===== src/rtl/s2mm_pkg.sv =====
// Shared definitions for the S2MM framing path: FSM encoding and helpers that
// derive beat counts and last-beat byte enables from a byte length.
package s2mm_pkg;

    localparam int MAX_KEEP_W = 128;

    typedef enum logic {
        ST_IDLE   = 1'b0,
        ST_STREAM = 1'b1
    } fg_state_e;

    function automatic int bytes_per_beat(int data_width);
        return data_width / 8;
    endfunction

    // Wide enough for the full beat count; the extra bit keeps the max-length case from overflowing.
    function automatic int beat_cnt_width(int btt_width, int bpb);
        return btt_width - $clog2(bpb) + 1;
    endfunction

    // Byte enables for the final beat of a frame; callers truncate to their BPB.
    function automatic logic [MAX_KEEP_W-1:0] keep_mask(logic [31:0] len, int bpb);
        logic [MAX_KEEP_W-1:0] mask;
        int                    rem;
        rem = int'(len & 32'(bpb - 1));
        for (int i = 0; i < MAX_KEEP_W; i++) begin
            mask[i] = (rem == 0) ? (i < bpb) : (i < rem);
        end
        return mask;
    endfunction

endpackage


===== src/rtl/axis_reg_slice.sv =====
// One-deep AXI-Stream register slice carrying tdata/tkeep/tlast; sustains one
// beat per cycle because a draining beat can be replaced in the same cycle.
module axis_reg_slice #(
    parameter int DATA_W = 512,
    parameter int KEEP_W = DATA_W / 8
) (
    input  logic              clk,
    input  logic              rst_n,
    input  logic              s_valid,
    output logic              s_ready,
    input  logic [DATA_W-1:0] s_data,
    input  logic [KEEP_W-1:0] s_keep,
    input  logic              s_last,
    input  logic              m_ready,
    output logic              m_valid,
    output logic [DATA_W-1:0] m_data,
    output logic [KEEP_W-1:0] m_keep,
    output logic              m_last
);

    assign s_ready = ~m_valid | m_ready;

    always_ff @(posedge clk) begin
        if (!rst_n) begin
            m_valid <= 1'b0;
            m_data  <= '0;
            m_keep  <= '0;
            m_last  <= 1'b0;
        end else if (s_valid && s_ready) begin
            m_valid <= 1'b1;
            m_data  <= s_data;
            m_keep  <= s_keep;
            m_last  <= s_last;
        end else if (m_ready) begin
            m_valid <= 1'b0;
        end
    end

endmodule


===== src/rtl/s2mm_frame_gen.sv =====
// Cuts the core's unframed result stream into AXIS frames, one per length entry,
// marking the final beat with tlast and a partial tkeep.
`ifndef DFLT_CORE_AXI_DATA_WIDTH
`define DFLT_CORE_AXI_DATA_WIDTH 512
`endif

module s2mm_frame_gen
    import s2mm_pkg::*;
#(
    parameter int AXI_DATA_WIDTH = `DFLT_CORE_AXI_DATA_WIDTH,
    parameter int BTT_WIDTH      = 23
) (
    input  logic                        clk,
    input  logic                        rst_n,
    output logic                        s_axis_len_tready,
    input  logic                        s_axis_len_tvalid,
    input  logic [BTT_WIDTH-1:0]        s_axis_len_tdata,
    output logic                        s_axis_data_tready,
    input  logic                        s_axis_data_tvalid,
    input  logic [AXI_DATA_WIDTH-1:0]   s_axis_data_tdata,
    input  logic                        m_axis_tready,
    output logic                        m_axis_tvalid,
    output logic [AXI_DATA_WIDTH-1:0]   m_axis_tdata,
    output logic [AXI_DATA_WIDTH/8-1:0] m_axis_tkeep,
    output logic                        m_axis_tlast,
    output logic [1:0][31:0]            status
);

    localparam int BPB            = bytes_per_beat(AXI_DATA_WIDTH);
    localparam int BPB_LOG2       = $clog2(BPB);
    localparam int BEAT_CNT_WIDTH = beat_cnt_width(BTT_WIDTH, BPB);
    localparam int LEN_W          = BTT_WIDTH + 1;

    fg_state_e                 state_reg, state_next;
    logic [BEAT_CNT_WIDTH-1:0] beats_left_reg, beats_left_next;
    logic [BPB-1:0]            last_keep_reg, last_keep_next;
    logic [15:0]               frames_reg;
    logic [15:0]               drops_reg;
    logic [31:0]               beats_out_reg;

    logic                      in_idle;
    logic                      in_stream;
    logic                      slice_ready;
    logic                      slice_valid;
    logic                      len_hs;
    logic                      data_hs;
    logic                      out_hs;
    logic [LEN_W-1:0]          len_round;
    logic [BEAT_CNT_WIDTH-1:0] len_beats;
    logic [BPB-1:0]            beat_keep;
    logic                      beat_last;

    assign in_idle   = (state_reg == ST_IDLE);
    assign in_stream = (state_reg == ST_STREAM);

    // Both treadys are forced low while reset is held so no upstream beat is lost to it.
    assign s_axis_len_tready  = rst_n & in_idle;
    assign s_axis_data_tready = rst_n & in_stream & slice_ready;
    assign slice_valid        = rst_n & in_stream & s_axis_data_tvalid;

    assign len_hs  = s_axis_len_tvalid & s_axis_len_tready;
    assign data_hs = s_axis_data_tvalid & s_axis_data_tready;
    assign out_hs  = m_axis_tvalid & m_axis_tready;

    assign len_round = {1'b0, s_axis_len_tdata} + LEN_W'(BPB - 1);
    assign len_beats = BEAT_CNT_WIDTH'(len_round >> BPB_LOG2);

    always_comb begin
        state_next      = state_reg;
        beats_left_next = beats_left_reg;
        last_keep_next  = last_keep_reg;
        beat_keep       = '1;
        beat_last       = 1'b0;

        case (state_reg)
            ST_IDLE: begin
                // Zero-length entries are consumed here and never reach STREAM.
                if (len_hs && (len_beats != '0)) begin
                    state_next      = ST_STREAM;
                    beats_left_next = len_beats - 1'b1;
                    last_keep_next  = BPB'(keep_mask(32'(s_axis_len_tdata), BPB));
                end
            end
            ST_STREAM: begin
                if (beats_left_reg == '0) begin
                    beat_keep = last_keep_reg;
                    beat_last = 1'b1;
                end
                if (data_hs) begin
                    beats_left_next = beats_left_reg - 1'b1;
                    if (beat_last) begin
                        state_next = ST_IDLE;
                    end
                end
            end
            default: state_next = ST_IDLE;
        endcase
    end

    always_ff @(posedge clk) begin
        if (!rst_n) begin
            state_reg      <= ST_IDLE;
            beats_left_reg <= '0;
            last_keep_reg  <= '0;
            frames_reg     <= '0;
            drops_reg      <= '0;
            beats_out_reg  <= '0;
        end else begin
            state_reg      <= state_next;
            beats_left_reg <= beats_left_next;
            last_keep_reg  <= last_keep_next;
            if (len_hs && (len_beats == '0) && (drops_reg != 16'hFFFF)) begin
                drops_reg <= drops_reg + 16'd1;
            end
            if (data_hs && beat_last) begin
                frames_reg <= frames_reg + 16'd1;
            end
            if (out_hs) begin
                beats_out_reg <= beats_out_reg + 32'd1;
            end
        end
    end

    assign status[0] = {frames_reg, drops_reg};
    assign status[1] = beats_out_reg;

    axis_reg_slice #(
        .DATA_W (AXI_DATA_WIDTH),
        .KEEP_W (BPB)
    ) u_out_slice (
        .clk     (clk),
        .rst_n   (rst_n),
        .s_valid (slice_valid),
        .s_ready (slice_ready),
        .s_data  (s_axis_data_tdata),
        .s_keep  (beat_keep),
        .s_last  (beat_last),
        .m_ready (m_axis_tready),
        .m_valid (m_axis_tvalid),
        .m_data  (m_axis_tdata),
        .m_keep  (m_axis_tkeep),
        .m_last  (m_axis_tlast)
    );

endmodule


===== config.mk =====
export PLATFORM = sky130hd
export DESIGN_NAME = s2mm_frame_gen
export DESIGN_NICKNAME = d
export VERILOG_FILES = /design/src/rtl/s2mm_pkg.sv /design/src/rtl/axis_reg_slice.sv /design/src/rtl/s2mm_frame_gen.sv
export SDC_FILE = /design/constraint.sdc
export NUM_CORES = 2
export LEC_CHECK = 0
export CAP_MARGIN = 20
export CORE_AREA = 4 4 457 459
export DETAILED_ROUTE_END_ITERATION = 10
export DIE_AREA = 0 0 461 463
export GPL_ROUTABILITY_DRIVEN = 0
export PLACE_DENSITY = 0.34
export SLEW_MARGIN = 20
export SYNTH_ARGS = -nofsm -noshare
export SYNTH_HDL_FRONTEND = slang
export SYNTH_SLANG_ARGS = --single-unit

===== constraint.sdc =====
create_clock -name clk -period 7.1 [get_ports clk]
set_input_delay 1.42 -clock clk [delete_from_list [all_inputs] [get_ports clk]]
set_output_delay 1.42 -clock clk [all_outputs]
set_load 0.01 [all_outputs]

# ---- Word level (Yosys, flattened, before mapping)
# Cells that the tools add are included.
dict set report classes {
  n_addsub 6
  n_reduce_logical 12
  order_cmp 64
  bitwise 10
  eq_ne 3
  mux 78
}
# op count
set op_table {}
lappend op_table {{6-bit < comparator (first input constant)} 32}
lappend op_table {{64-bit 2-to-1 mux} 2}
lappend op_table {{5-bit by 6-bit < comparator with 1-bit output (first input constant)} 16}
lappend op_table {{1-bit 2-to-1 mux} 72}
lappend op_table {{4-bit by 6-bit < comparator with 1-bit output (first input constant)} 8}
lappend op_table {{18-bit zero test} 2}
lappend op_table {{18-bit 2-to-1 mux} 2}
lappend op_table {{18-bit case mux with 2 select lines} 1}
lappend op_table {{18-bit by 1-bit subtractor with 18-bit output (second input constant)} 2}
lappend op_table {{16-bit by 1-bit adder with 16-bit output (second input constant)} 2}
lappend op_table {{32-bit by 1-bit adder with 32-bit output (second input constant)} 1}
lappend op_table {{32-bit zero test} 1}
lappend op_table {{23-bit by 6-bit adder with 24-bit output (second input constant)} 1}
lappend op_table {{3-bit by 6-bit < comparator with 1-bit output (first input constant)} 4}
lappend op_table {{18-bit nonzero test} 1}
lappend op_table {{16-bit != test (second input constant)} 1}
lappend op_table {{1-bit by 6-bit < comparator with 1-bit output (first input constant)} 2}
lappend op_table {{2-bit by 6-bit < comparator with 1-bit output (first input constant)} 2}
lappend op_table {{1-bit AND} 7}
lappend op_table {{1-bit logical AND} 5}
lappend op_table {{2-bit by 1-bit != test with 1-bit output (second input constant)} 2}
lappend op_table {{2-bit AND reduction} 2}
lappend op_table {{1-bit NOT} 2}
lappend op_table {{1-bit case mux with 2 select lines} 1}
lappend op_table {{other kinds (2)} 2}
dict set report word_totals {
  out_inout_bits 644
  wordCells 183
  in_bits 540
  reg_bits 725
}

# ---- Longest topological paths before layout
dict set report logic_depth {
  word_depth 6
  depth_mapped 15
  ltp_nobuf 13
}

# ---- Cells and area by module
# A second synthesis with hierarchy kept.
dict set report hier_totals {
  hier_cells 3509
  hier_area_um2 30797.0
}
# module instances area_per_inst_um2 seq_area_each_um2 cells_each
set modules_own_cells {}
lappend modules_own_cells {axis_reg_slice 1 22927.0 11571.1 2505}
lappend modules_own_cells {s2mm_frame_gen 1 7870.0 2942.8 1004}

# ---- Worst setup path after synthesis
# Ideal clock, no wire load.
dict set report synth_timing {
  path_kind {input port to flip-flop}
  startpoint {in s_axis_len_tdata[3]}
  endpoint {reg beats_left_reg[8]}
  setup_slack_ns 2.832
  stages 15
  setup_ns 0.122
  path_buffers 2
  arrival_ns 4.147
  required_ns 6.978
  path_cell_list {buf_6 -> nor4_4 -> nand2_2 -> clkbuf_1 -> nand2_1 -> xor2_1 -> nor2_1 -> a21oi_1 -> ha_1 -> nand4_1 -> or3_1 -> or2_2 -> nor2_1 -> a31oi_1 -> o311a_1}
}
dict set report synth_between {
  elab_chain_cells 5
  elab_cells_between_ends 8
  cone_classes {2 x add/sub; 1 x eq/ne; 2 x mux; 3 x reduce/logical}
}
# item line
set synth_rtl {}
lappend synth_rtl {{start: declaration} s2mm_frame_gen.sv:17} ;# input logic [BTT_WIDTH-1:0] s_axis_len_tdata,
lappend synth_rtl {{23-bit by 6-bit adder with 24-bit output *} s2mm_frame_gen.sv:65} ;# assign len_round = {1'b0, s_axis_len_tdata} + LEN_W'(BPB - 1);
lappend synth_rtl {{parallel branches: the longest is 4 deep, another holds 18-bit by 1-bit subtractor with 18-bit output} n/a}
lappend synth_rtl {{end signal: assignment} s2mm_frame_gen.sv:110} ;# beats_left_reg <= beats_left_next;
lappend synth_rtl {{end: declaration} s2mm_frame_gen.sv:35} ;# logic [BEAT_CNT_WIDTH-1:0] beats_left_reg, beats_left_next;
# Every way passes the cells marked *. The select of a mux whose other input is x is not followed.
# A chain may end at the register's enable or synchronous reset.

# ---- Final worst setup path
dict set report layout_timing {
  startpoint {in s_axis_len_tdata[4]}
  endpoint {reg last_keep_reg[17]}
}
dict set report layout_between {
  elab_chain_cells 4
  elab_cells_between_ends 7
  cone_classes {1 x add/sub; 1 x order compare; 1 x mux; 4 x reduce/logical}
}
# item line
set layout_rtl {}
lappend layout_rtl {{23-bit by 6-bit adder with 24-bit output} s2mm_frame_gen.sv:65}
lappend layout_rtl {{18-bit nonzero test} s2mm_frame_gen.sv:78} ;# if (len_hs && (len_beats != '0)) begin
lappend layout_rtl {{1-bit logical AND} s2mm_frame_gen.sv:78}
lappend layout_rtl {{2-bit AND reduction (no source line)} n/a}
lappend layout_rtl {{end signal: assignment} s2mm_frame_gen.sv:111} ;# last_keep_reg <= last_keep_next;
lappend layout_rtl {{end: declaration} s2mm_frame_gen.sv:36} ;# logic [BPB-1:0] last_keep_reg, last_keep_next;
# Several ways; a longest one is shown, not always the timed one.

==> results_dict.tcl <==
set metrics [dict create \
    start_kind "input port" \
    rsz0062_at_grt "no" \
    antenna_found_initial 139 \
    postSynthCellCount 3459 \
    synth_area_per_cell_um2 7.82 \
    hold_viol 0 \
    cts.sinks 725 \
    synth_cell_types 68 \
    chipWidth_um 461 \
    drtPass1Iterations 5 \
    synth_area_um2 27100 \
    yosysWarnings 0 \
    grt.total_usage 0.163 \
    core_um2 204000 \
    tightest_slew_ps 1170 \
    synthTopCellsByCount "1127 x nand2_1, 725 x dfxtp_1, 569 x a21oi_1, 258 x nor2_1, 239 x clkbuf_1" \
    path_max_fanout 73 \
    antenna_left 0 \
    multiInputGateArea_um2 11500 \
    port_buffers 1183 \
    synth_most_common_cell "nand2_1" \
    hpwl_um 142000 \
    cts-resized-gates 0 \
    cp.arrival_ps 5930 \
    tns_ps 0 \
    critPathCaptureType "register" \
    largest_reg_flops 512 \
    layout-drive-gt1-share 0.0440 \
    top_layer "met5" \
    first_global_vias 28100 \
    viasPerCell 3.92 \
    initial_utilization 0.132 \
    dieArea_um2 213000 \
    drt-initial-drc-count 1867 \
    vdd_drop_max_mv 0.171 \
    relSlewSlack 0.222 \
    setup_violations 0 \
    powerDensity_nw_per_um2 233 \
    met3WireLength_um 19000 \
    synth_enable_flop_cells 0 \
    die_h_um 463 \
    synth.area.top_cells "dfxtp_1 54%, nand2_1 16%, a21oi_1 11%" \
    rr_startpoint "in_stream" \
    seq_area_um2 14500 \
    yosysSeqAreaShare 0.536 \
    required_ps 7730 \
    syn_to_final_growth_pct 65.8 \
    dr_wl_met2_um 85000 \
    postCtsSetupBuffers 0 \
    overflow 0 \
    layout_min_cycle_time_ps 5290 \
    ios 1184 \
    reg2reg_to "last_keep_reg[17]" \
    async_flop_share 0 \
    wl_met1_um 68400 \
    ys_seq_elements 725 \
    nNetsFinal 5056 \
    clk_pin_slew_ps 60 \
    r2r_slack_ps 3770 \
    drt_wl_total_um 182000 \
    clk_latency_ps 720 \
    hp-start "last_keep_reg[0]" \
    timing.final.crit_share 0.746 \
    cts_hold_buffers 0 \
    max_freq_ghz 0.189 \
    drv_cap 0 \
    htree_levels 3 \
    fin_util 0.220 \
    fillCellCount 22800 \
    cts-root-buf "clkbuf_16" \
    crit_start "s_axis_len_tdata[4]" \
    wl_per_cell_um 24.9 \
    synth_area_leader_cell "dfxtp_1" \
    vias 28700 \
    cts_buffer_depth 3 \
    grt_pass1_wl_um 242000 \
    synth_top_area_frac 0.536 \
    tritoncts "built" \
    skew_ps 31.0 \
    synth_ff_type "dfxtp_1" \
    critPathCapture "last_keep_reg[17]" \
    status "finished, final reports clean" \
    drc_errors 0 \
    cts_buffers 96 \
    syn-num-nets 4003 \
    leakage_nw 14.9 \
    critical_path_class "in -> reg" \
    hold_path_class "reg -> reg" \
    r2r.worst_path.cells 7 \
    rows 166 \
    slew_violations 0 \
    grt_start_max_net_pins 150 \
]
-- cell usage in the layout (no fill, tap or decap), drive strengths merged, types with 11 or more instances in the layout --
| master | count |
|---|---|
| o21ai | 111 |
| nand2b | 14 |
| diode | 41 |
| a311oi | 19 |
| dfxtp | 725 |
| nand2 | 1128 |
| clkbuf | 148 |
| nand3 | 42 |
| xor2 | 34 |
| buf | 32 |
| a21oi | 570 |
| nand4 | 23 |
| mux2i | 12 |
| nor4 | 12 |
| inv | 19 |
| nor3 | 46 |
| clkinv | 16 |
| or3 | 16 |
| a211oi | 13 |
| nor2 | 259 |
| clkdlybuf4s50 | 1182 |
| xnor2 | 36 |
| a22o | 11 |
| and2 | 18 |
-- kinds of logic after synthesis --
| family | share of synthesized area |
|---|---|
| AOI/OAI and AO/OA | 0.156 |
| xor gates and xnor gates | 0.0227 |
| adders and majority gates | 0.00185 |
| buffers and inverters | 0.0390 |
| DFF | 0.536 |
| muxes | 0.00486 |
| and+or+nand+nor | 0.240 |
-- where the power goes --
part	internal [mW]	total (mW)	switching (mW)
clock network	2.85	4.90	2.05
registers	4.22	4.31	0.0886
logic	0.600	1.24	0.642
-- metrics by stage --
step	cell area (um2)	cells	hold slack (ps)	total power, mW	setup WS, ps
2_1_floorplan	27100	3459	423	4.84	2830
3_3_place_gp	41700	7102	433	5.66	1210
3_5_place_dp	41700	7102	442	5.65	1150
4_1_cts	44800	7275	452	10.7	1950
5_1_grt	44800	7301	469	10.9	1490
6_report	44900	7316	448	10.4	1810
-- worst min path at each step --
stage | slack (ps) | to | cells past startpoint
3_5_place_dp | 440 | last_keep_reg[0] | 2
4_1_cts | 450 | last_keep_reg[0] | 2
3_3_place_gp | 430 | last_keep_reg[0] | 2
5_1_grt | 470 | u_out_slice.m_data[18] | 2
6_report | 450 | last_keep_reg[0] | 2
2_1_floorplan | 420 | last_keep_reg[0] | 2
-- metal layers --
metal / track usage / up-vias
met3: 0.0752 / 369
met1: 0.175 / 13500
li1: - / 13600
met2: 0.264 / 1144
met5: 0 / -
met4: 0.0885 / 56
-- area by class of cell --
class / instances / area share
Tap cell: 2688 / 0.0750
Antenna cell: 41 / 0.00229
Sequential cell: 725 / 0.324
Multi-Input combinational cell: 2460 / 0.256
Clock buffer: 148 / 0.0621
Clock inverter: 25 / 0.00658
Inverter: 15 / 0.00142
Timing Repair Buffer: 1214 / 0.273
-- worst max-delay path: stages --
cell and delay (ps):
clkdlybuf4s50_1 930, nor2_1 400, a211oi_1 770, mux2i_1 260
a21oi_1 60, nand4_1 290, buf_4 260, and2_2 340
buf_4 650, o311ai_0 280, a21oi_1 210
Power figures use the tool's default switching activity.
